===== src/rtl/mem_pkg.sv =====
// Shared definitions for the memory controller: access size codes, FSM state encoding
// and the access-legality rule used when a request is accepted.
package mem_pkg;

    typedef enum logic [1:0] {
        SIZE_BYTE    = 2'b00,
        SIZE_HALF    = 2'b01,
        SIZE_WORD    = 2'b10,
        SIZE_ILLEGAL = 2'b11
    } mem_size_t;

    typedef enum logic [1:0] {
        IDLE   = 2'b00,
        ACCESS = 2'b01,
        WRITE  = 2'b10,
        ACK    = 2'b11
    } state_t;

    localparam int WAIT_WIDTH = 4;

    // Halfwords must start on an even byte; the 11 size code is never legal.
    function automatic logic is_illegal(input logic [1:0] size, input logic odd_sel);
        return (size == SIZE_ILLEGAL) || ((size == SIZE_HALF) && odd_sel);
    endfunction

endpackage


===== src/rtl/byte_lane.sv =====
// Lane steering between a big-endian memory word (byte 0 = bits 0:7) and right-justified
// CPU data: extracts the addressed lane for loads and merges store data for partial stores.
module byte_lane
    import mem_pkg::*;
(
    input  mem_size_t   size,
    input  logic [0:1]  byte_sel,
    input  logic [0:31] mem_word,
    input  logic [0:31] store_data,
    output logic [0:31] load_data,
    output logic [0:31] merged_word
);

    always_comb begin
        load_data   = '0;
        merged_word = mem_word;
        case (size)
            SIZE_BYTE: begin
                for (int n = 0; n < 4; n++) begin
                    if (byte_sel == 2'(n)) begin
                        load_data[24:31]      = mem_word[8*n +: 8];
                        merged_word[8*n +: 8] = store_data[24:31];
                    end
                end
            end
            SIZE_HALF: begin
                if (byte_sel[0]) begin
                    load_data[16:31]   = mem_word[16:31];
                    merged_word[16:31] = store_data[16:31];
                end else begin
                    load_data[16:31]  = mem_word[0:15];
                    merged_word[0:15] = store_data[16:31];
                end
            end
            SIZE_WORD: begin
                load_data   = mem_word;
                merged_word = store_data;
            end
            default: begin
            end
        endcase
    end

endmodule


===== src/rtl/mem_control.sv =====
// CPU-to-RAM bridge for byte/halfword/word loads and stores with optional wait states;
// partial stores are done as a read-modify-write through the byte_lane merger.
module mem_control
    import mem_pkg::*;
#(
    parameter int unsigned WAIT_STATES = 0
) (
    input  logic         clock,
    input  logic         reset,
    input  logic         req,
    input  logic         wr,
    input  logic [1:0]   size,
    input  logic [15:31] address,
    input  logic [0:1]   byte_sel,
    input  logic [0:31]  wdata,
    output logic [0:31]  rdata,
    output logic         ack,
    output logic         error,
    output logic         busy,
    output logic [15:31] mem_address,
    output logic         mem_write_en,
    output logic [0:31]  mem_data_out,
    input  logic [0:31]  mem_data_in
);

    localparam logic [WAIT_WIDTH-1:0] WAIT_INIT = WAIT_WIDTH'(WAIT_STATES);

    state_t                state;
    state_t                next_state;
    logic [WAIT_WIDTH-1:0] wait_cnt;
    logic                  lat_wr;
    mem_size_t             lat_size;
    logic [0:1]            lat_byte_sel;
    logic                  lat_error;
    logic [0:31]           load_data;
    logic [0:31]           merged_word;
    logic                  accept;
    logic                  illegal;
    logic                  wait_done;
    logic                  partial_store;

    assign accept        = (state == IDLE) && req;
    assign illegal       = is_illegal(size, byte_sel[1]);
    assign wait_done     = (wait_cnt == '0);
    assign partial_store = lat_wr && (lat_size != SIZE_WORD);

    // mem_data_out holds the store data until the merge overwrites it with the full word.
    byte_lane u_byte_lane (
        .size        (lat_size),
        .byte_sel    (lat_byte_sel),
        .mem_word    (mem_data_in),
        .store_data  (mem_data_out),
        .load_data   (load_data),
        .merged_word (merged_word)
    );

    always_ff @(posedge clock or negedge reset) begin
        if (!reset) begin
            state <= IDLE;
        end else begin
            state <= next_state;
        end
    end

    always_comb begin
        next_state = state;
        case (state)
            IDLE:    if (req) next_state = illegal ? ACK : ACCESS;
            ACCESS:  if (wait_done) next_state = partial_store ? WRITE : ACK;
            WRITE:   next_state = ACK;
            ACK:     next_state = IDLE;
            default: next_state = IDLE;
        endcase
    end

    always_comb begin
        ack          = (state == ACK);
        error        = (state == ACK) && lat_error;
        busy         = (state != IDLE);
        mem_write_en = (state == WRITE) ||
                       ((state == ACCESS) && wait_done && lat_wr && (lat_size == SIZE_WORD));
    end

    // Illegal requests never touch mem_address or mem_data_out, so no RAM access follows.
    always_ff @(posedge clock or negedge reset) begin
        if (!reset) begin
            wait_cnt     <= '0;
            lat_wr       <= 1'b0;
            lat_size     <= SIZE_BYTE;
            lat_byte_sel <= '0;
            lat_error    <= 1'b0;
            mem_address  <= '0;
            mem_data_out <= '0;
            rdata        <= '0;
        end else if (accept) begin
            wait_cnt     <= WAIT_INIT;
            lat_wr       <= wr;
            lat_size     <= mem_size_t'(size);
            lat_byte_sel <= byte_sel;
            lat_error    <= illegal;
            if (!illegal) begin
                mem_address <= address;
                if (wr) begin
                    mem_data_out <= wdata;
                end
            end
        end else if (state == ACCESS) begin
            if (!wait_done) begin
                wait_cnt <= wait_cnt - WAIT_WIDTH'(1);
            end else if (!lat_wr) begin
                rdata <= load_data;
            end else if (partial_store) begin
                mem_data_out <= merged_word;
            end
        end
    end

endmodule

===== config.mk =====
export PLATFORM = sky130hd
export DESIGN_NAME = mem_control
export DESIGN_NICKNAME = d
export VERILOG_FILES = /design/src/rtl/mem_pkg.sv /design/src/rtl/byte_lane.sv /design/src/rtl/mem_control.sv
export SDC_FILE = /design/constraint.sdc
export NUM_CORES = 1
export LEC_CHECK = 0
export CAP_MARGIN = 10
export CORE_ASPECT_RATIO = 1.2
export CORE_UTILIZATION = 42
export CTS_CLUSTER_DIAMETER = 150
export DETAILED_ROUTE_END_ITERATION = 8
export PLACE_DENSITY = 0.77
export REMOVE_ABC_BUFFERS = 1
export SETUP_SLACK_MARGIN = 0.3
export SYNTH_ARGS = -nofsm -noshare
export SYNTH_HDL_FRONTEND = slang
export SYNTH_SLANG_ARGS = --single-unit

===== constraint.sdc =====
create_clock -name clock -period 1.95 [get_ports clock]
set_clock_uncertainty 0.1 [all_clocks]
set_input_delay 0.39 -clock clock [delete_from_list [all_inputs] [get_ports clock]]
set_output_delay 0.39 -clock clock [all_outputs]
set_load 0.1 [all_outputs]

=== Yosys cells after proc, flatten, opt, wreduce, memory -nomap -nowiden ===
Cells that the tools add are included.

* Logic and storage cells: 89
* Output and inout port bits: 85
* Flip-flop bits (word level): 93
* Input bits: 89

* Equal/unequal tests: 19
* Bitwise operators: 3
* Reductions and logical operators: 25
* Multiplexer cells: 30
* Add/subtract/negate cells: 1

{| class="wikitable"
|+ Operators with widths
! cell !! number
|-
| $mux W32 || 7
|-
| $pmux W32 S3 || 1
|-
| $mux W16 || 4
|-
| $mux W8 || 8
|-
| $pmux W8 S3 || 1
|-
| $pmux W8 S2 || 1
|-
| $ne A2 B2 Y1 const B || 7
|-
| $eq A2 B2 Y1 const B || 6
|-
| $mux W4 || 3
|-
| $reduce_bool A2 Y1 || 5
|-
| $reduce_and A9 Y1 || 1
|-
| $eq A2 B1 Y1 const B || 4
|-
| $pmux W2 S4 || 1
|-
| $reduce_and A8 Y1 || 1
|-
| $logic_and A1 B1 Y1 || 7
|-
| $reduce_and A7 Y1 || 1
|-
| $logic_not A2 Y1 || 3
|-
| $mux W2 || 3
|-
| $ne A3 B3 Y1 const B || 2
|-
| $reduce_and A2 Y1 || 3
|-
| $logic_not A4 Y1 || 1
|-
| $reduce_and A4 Y1 || 1
|-
| $sub A4 B1 Y4 const B || 1
|-
| $not A1 Y1 || 3
|-
| 2 further kinds || 3
|}

=== Depth between registers and ports, before layout ===
* Depth after elaboration: 8
* Mapped depth: 8
* Mapped depth without buffers: 6

=== By module ===
From an unflattened synthesis, not the netlist that was laid out.

* Cell total of the unflattened synthesis: 484
* Area, all modules: 5375.2 um^2

{| class="wikitable"
|+ Modules (own cells, without submodules)
! module !! cells an instance !! seq. area each (um^2) !! instances !! area each (um^2)
|-
| mem_control || 286 || 2327.2 || 1 || 3885.0
|-
| byte_lane || 198 || 0.0 || 1 || 1490.2
|}

=== Worst setup path before layout ===
Ideal clock, no wire load.

* Kind: reg2out
* Start point: register state[1]
* End point: output error
* Buffers on the path: 0
* Required time: 1460 ps
* Setup slack: -597 ps
* Stages on the path, launching flop included: 3
* Data arrival time: 2057 ps
* Cells stage by stage: dfrtp_1 -> ha_1 -> and2_1

* Cells in the longest elaborated chain, start to end: 2

{| class="wikitable"
|+ Ends and longest elaborated chain
! element !! RTL line !! text
|-
| from (decl) || mem_control.sv:28 || <nowiki>state_t state;</nowiki>
|-
| from (signal assigned) || mem_control.sv:61 || <nowiki>state <= next_state;</nowiki>
|-
| $eq A2 B2 Y1 || n/a ||
|-
| via ack || mem_control.sv:17 || <nowiki>output logic ack,</nowiki>
|-
| $logic_and A1 B1 Y1 || mem_control.sv:78 || <nowiki>error = (state == ACK) && lat_error;</nowiki>
|-
| to (decl) || mem_control.sv:18 || <nowiki>output logic error,</nowiki>
|}

The timed path passes the listed nets, and every way through them passes these cells.

=== Worst setup path after layout ===
* Start point: register wait_cnt[1]
* End point: output mem_write_en

* Cells in the longest elaborated chain, start to end: 5

{| class="wikitable"
|+ Ends and longest elaborated chain
! element !! RTL line !! text
|-
| from (decl) || mem_control.sv:30 || <nowiki>logic [WAIT_WIDTH-1:0] wait_cnt;</nowiki>
|-
| from (signal assigned) || mem_control.sv:109 || <nowiki>wait_cnt <= wait_cnt - WAIT_WIDTH'(1);</nowiki>
|-
| $logic_not A4 Y1 || mem_control.sv:44 || <nowiki>assign wait_done = (wait_cnt == '0);</nowiki>
|-
| $logic_and A1 B1 Y1 (3 in a row) || mem_control.sv:81 || <nowiki>((state == ACCESS) && wait_done && lat_wr && (lat_size == SIZE_WORD));</nowiki>
|-
| $logic_or A1 B1 Y1 || mem_control.sv:80 || <nowiki>mem_write_en = (state == WRITE) ||</nowiki>
|-
| to (decl) || mem_control.sv:21 || <nowiki>output logic mem_write_en,</nowiki>
|}

No other way between the ends.

==> summary.txt <==
GRT
  • Initial antenna violation count: 1
  • First-pass GRT wire length: ~36 mm
  • Largest net degree at the start of global routing: 37
  • Number of global-route vias before repair: 6122
  • Grt total ovfl: 0
  • Total GRT Usage: 0.363

Clock tree
  • TritonCTS buffer count: 9
  • CTS Root Cell: clkbuf_16
  • CTS H-tree lvls: 3
  • Clock transition at the registers of the reported paths: 0.07 ns
  • Total clock sinks: 93
  • CTS max path bufs: 2
  • Clock Latency Late Sink: between 0.3 and 0.4 ns
  • CTS tree: yes

STA
  • WHS: 0.417 ns
  • Least-Margin Pin Slew: 0.573 ns
  • Slew margin rel.: 0.618
  • Peak Freq: approximately 460 MHz
  • Final setup viols: 58
  • Crit share post-route: 1.12
  • Final hold vios: 0
  • Slew Viols, Final: 0
  • Worst setup margin: -0.237 ns
  • Minimum clock period after layout: 2.19 ns
  • Setup TNS: -5.57 ns
  • RSZ-0062 raised after global routing: true

Logic synthesis
  • Register area share after synthesis: 0.445
  • Synth cell types: between 50 and 60
  • Syn Std Cell Area: between 5000 and 6000 um2
  • Avg Cell Area, Syn: between 9 and 10 um2
  • Mapped Cells: 523
  • YS warnings: 0
  • Synth Flop Type: dfrtp_1
  • Yosys reg bits: between 90 and 100
  • Post-synth ARST share: 1.00
  • Post-synth EDFFs: 0

Place
  • Final Wtd Congestion: 0.908
  • Hpwl dp: ~14 mm
  • PortBufs: about 170
  • Post-DP Area: approximately 8500 um2
  • Post-place setup slack: -0.331 ns

Floorplan
  • Num rows: between 40 and 50
  • Io pins: roughly 170
  • Core area: about 12000 um2
  • Die area: 12900 um2
  • Die Ht: roughly 120 um
  • Die Wd: 104 um
  • Initial Util: 0.432

Critical path
  • Worst Path Required: 1.46 ns
  • CP arrival: 1.70 ns
  • Cell Chain, Critical Path: inv_2, ha_4, nor3b_4, buf_4, a41o_1, buf_12
  • CP Launch Type: flip-flop
  • Largest stage delay on the critical path: 0.40 ns
  • Critical path capture point type: output pin
  • Critical path fanouts, max: 2
  • CP top delay family: buffers and inverters
  • Bufs and invs on worst path: 3
  • Crit Path Class: reg2out
  • Slowest library cell on the worst path: dfrtp_1

Detailed routing
  • Drt drc: 0
  • 1st-iter DRT viols: 789
  • Remaining antenna violation count after routing: 0
  • DR vias: between 6000 and 7000
  • Avg Vias per Cell: around 6.4
  • Drt total wl: approximately 27 mm
  • Wire per inst: approximately 28 um
  • Drt pass-1 iters: 6

Cells and area
  • Share of post-route cells with drive strength above 1: 0.484
  • Filler cell count: 549
  • Fin area: a little over 10000 um2
  • Layout area overhead: 96.3%
  • Area taken by multi-input logic gates: around 3400 um2
  • Register Area: approximately 2300 um2
  • # nets final: roughly 890

Hold path
  • Hold crit path type: reg2reg

Status
  • Outcome: finished, violations left
  • Violated checks: setup timing

Flow run
  • Max Cap Violations: 0
-- cells by family after synthesis --
family | count (synthesis) | share of synthesized area
buf+inv | 50 | 0.0467
flops | 93 | 0.445
simple gates | 148 | 0.144
compound gates | 166 | 0.215
fa+ha+maj | 11 | 0.0263
xor+xnor | 3 | 0.00503
mux | 52 | 0.118
-- worst register-to-register path, stage by stage (launching register included) --
cell     delay (ns)
dfrtp_1        0.41
buf_4          0.17
ha_4           0.19
buf_4          0.16
and2_1         0.18
buf_6          0.15
o21ai_0        0.27
a31oi_1        0.16
mux2_4         0.28
-- cell usage after synthesis, types with 2 or more instances --
cell | n | area share
o21a_1 | 10 | 0.014
a221oi_1 | 24 | 0.040
xor2_1 | 2 | 0.0034
o31ai_1 | 5 | 0.0072
a22oi_1 | 6 | 0.0086
ha_1 | 11 | 0.026
nor2_8 | 2 | 0.0077
inv_1 | 11 | 0.0079
nor2b_1 | 9 | 0.011
mux2i_1 | 5 | 0.0096
o21bai_1 | 2 | 0.0029
buf_1 | 3 | 0.0022
and3b_1 | 9 | 0.015
o21ai_0 | 56 | 0.054
dfrtp_1 | 93 | 0.45
or2_2 | 2 | 0.0024
a32o_1 | 4 | 0.0077
o2bb2ai_1 | 2 | 0.0034
nor2_1 | 45 | 0.032
buf_2 | 17 | 0.016
nand3_1 | 3 | 0.0029
clkbuf_1 | 16 | 0.011
o22ai_1 | 8 | 0.0096
mux2_2 | 36 | 0.078
mux2_4 | 10 | 0.029
nand2b_1 | 2 | 0.0024
nor3b_1 | 8 | 0.011
nand2_1 | 56 | 0.040
a2bb2oi_1 | 8 | 0.013
and2_1 | 2 | 0.0024
a22o_1 | 7 | 0.012
a31oi_1 | 8 | 0.0096
a21oi_1 | 21 | 0.020
-- sequential cells by signal (all words and copies together), names as in the netlist --
register      count
lat_wr            1
wait_cnt          4
lat_error         1
rdata            32
lat_byte_sel      2
mem_address      17
lat_size          2
state             2
mem_data_out     32
-- path summary, 6_finish.rpt --
check                           slack (ns)         from  cells after the start                to
worst max-delay path                 -0.24  wait_cnt[1]                      6      mem_write_en
worst min-delay path                  0.42    lat_error                      2         lat_error
worst max register to register       -0.21  lat_size[0]                      8   mem_data_out[7]
worst min register to register        0.42    lat_error                      2         lat_error
max in group asynchronous             0.64        reset                      3  mem_data_out[21]
min in group asynchronous             0.46        reset                      2   mem_address[19]
-- cells in the final DEF (no fill, tap or decap), types with 6 or more instances in the layout --
cell / instances
nor3b_1: 8
a22o_1: 7
clkbuf_16: 10
nand2_1: 34
dfrtp_1: 91
ha_4: 7
buf_12: 99
buf_6: 20
o21ai_1: 9
a221oi_2: 9
a21oi_1: 16
nor2_2: 7
nor2_1: 36
nor2b_1: 9
a31oi_1: 8
o21ai_0: 30
buf_8: 6
mux2_2: 11
o21ai_2: 17
buf_16: 7
o21a_1: 9
nand2_2: 6
nand2_4: 16
buf_4: 68
o22ai_1: 8
a221oi_1: 11
and3b_1: 8
clkdlybuf4s50_1: 87
inv_2: 6
a2bb2oi_2: 7
mux2_4: 36
-- stage by stage --
stage	instances	utilization
2_1_floorplan	484	-
3_3_place_gp	892	0.698
3_5_place_dp	892	0.698
4_1_cts	941	0.812
5_1_grt	953	0.848
6_report	953	0.848
-- layer usage --
layer	vias to the layer above	routed length, um	GRT usage
li1	2459	-	-
met1	2926	9060	0.428
met2	546	12800	0.612
met3	169	2620	0.0804
met4	0	2070	0.200
met5	-	0	0
-- layout make-up --
type | instances | area share
tap | 161 | 0.0196
timing repair buffer | 290 | 0.384
clock buffer | 9 | 0.0219
multi-input combinational | 381 | 0.336
sequential | 93 | 0.227
antenna | 1 | 0.000244
clock inverter | 7 | 0.00719
inverter | 11 | 0.00451
-- timing repair --
item,CTS,global route
setup endpoints to repair,91,93
gates cloned,12,0
buffers inserted,20,11
hold buffers,1,0
endpoints found under the hold margin,32,0
resized for setup,175,80
pin swaps,30,16
Power is left out: the tool's default activity adds up to more than one toggle a clock period on the data nets, which glitch-free logic cannot reach.
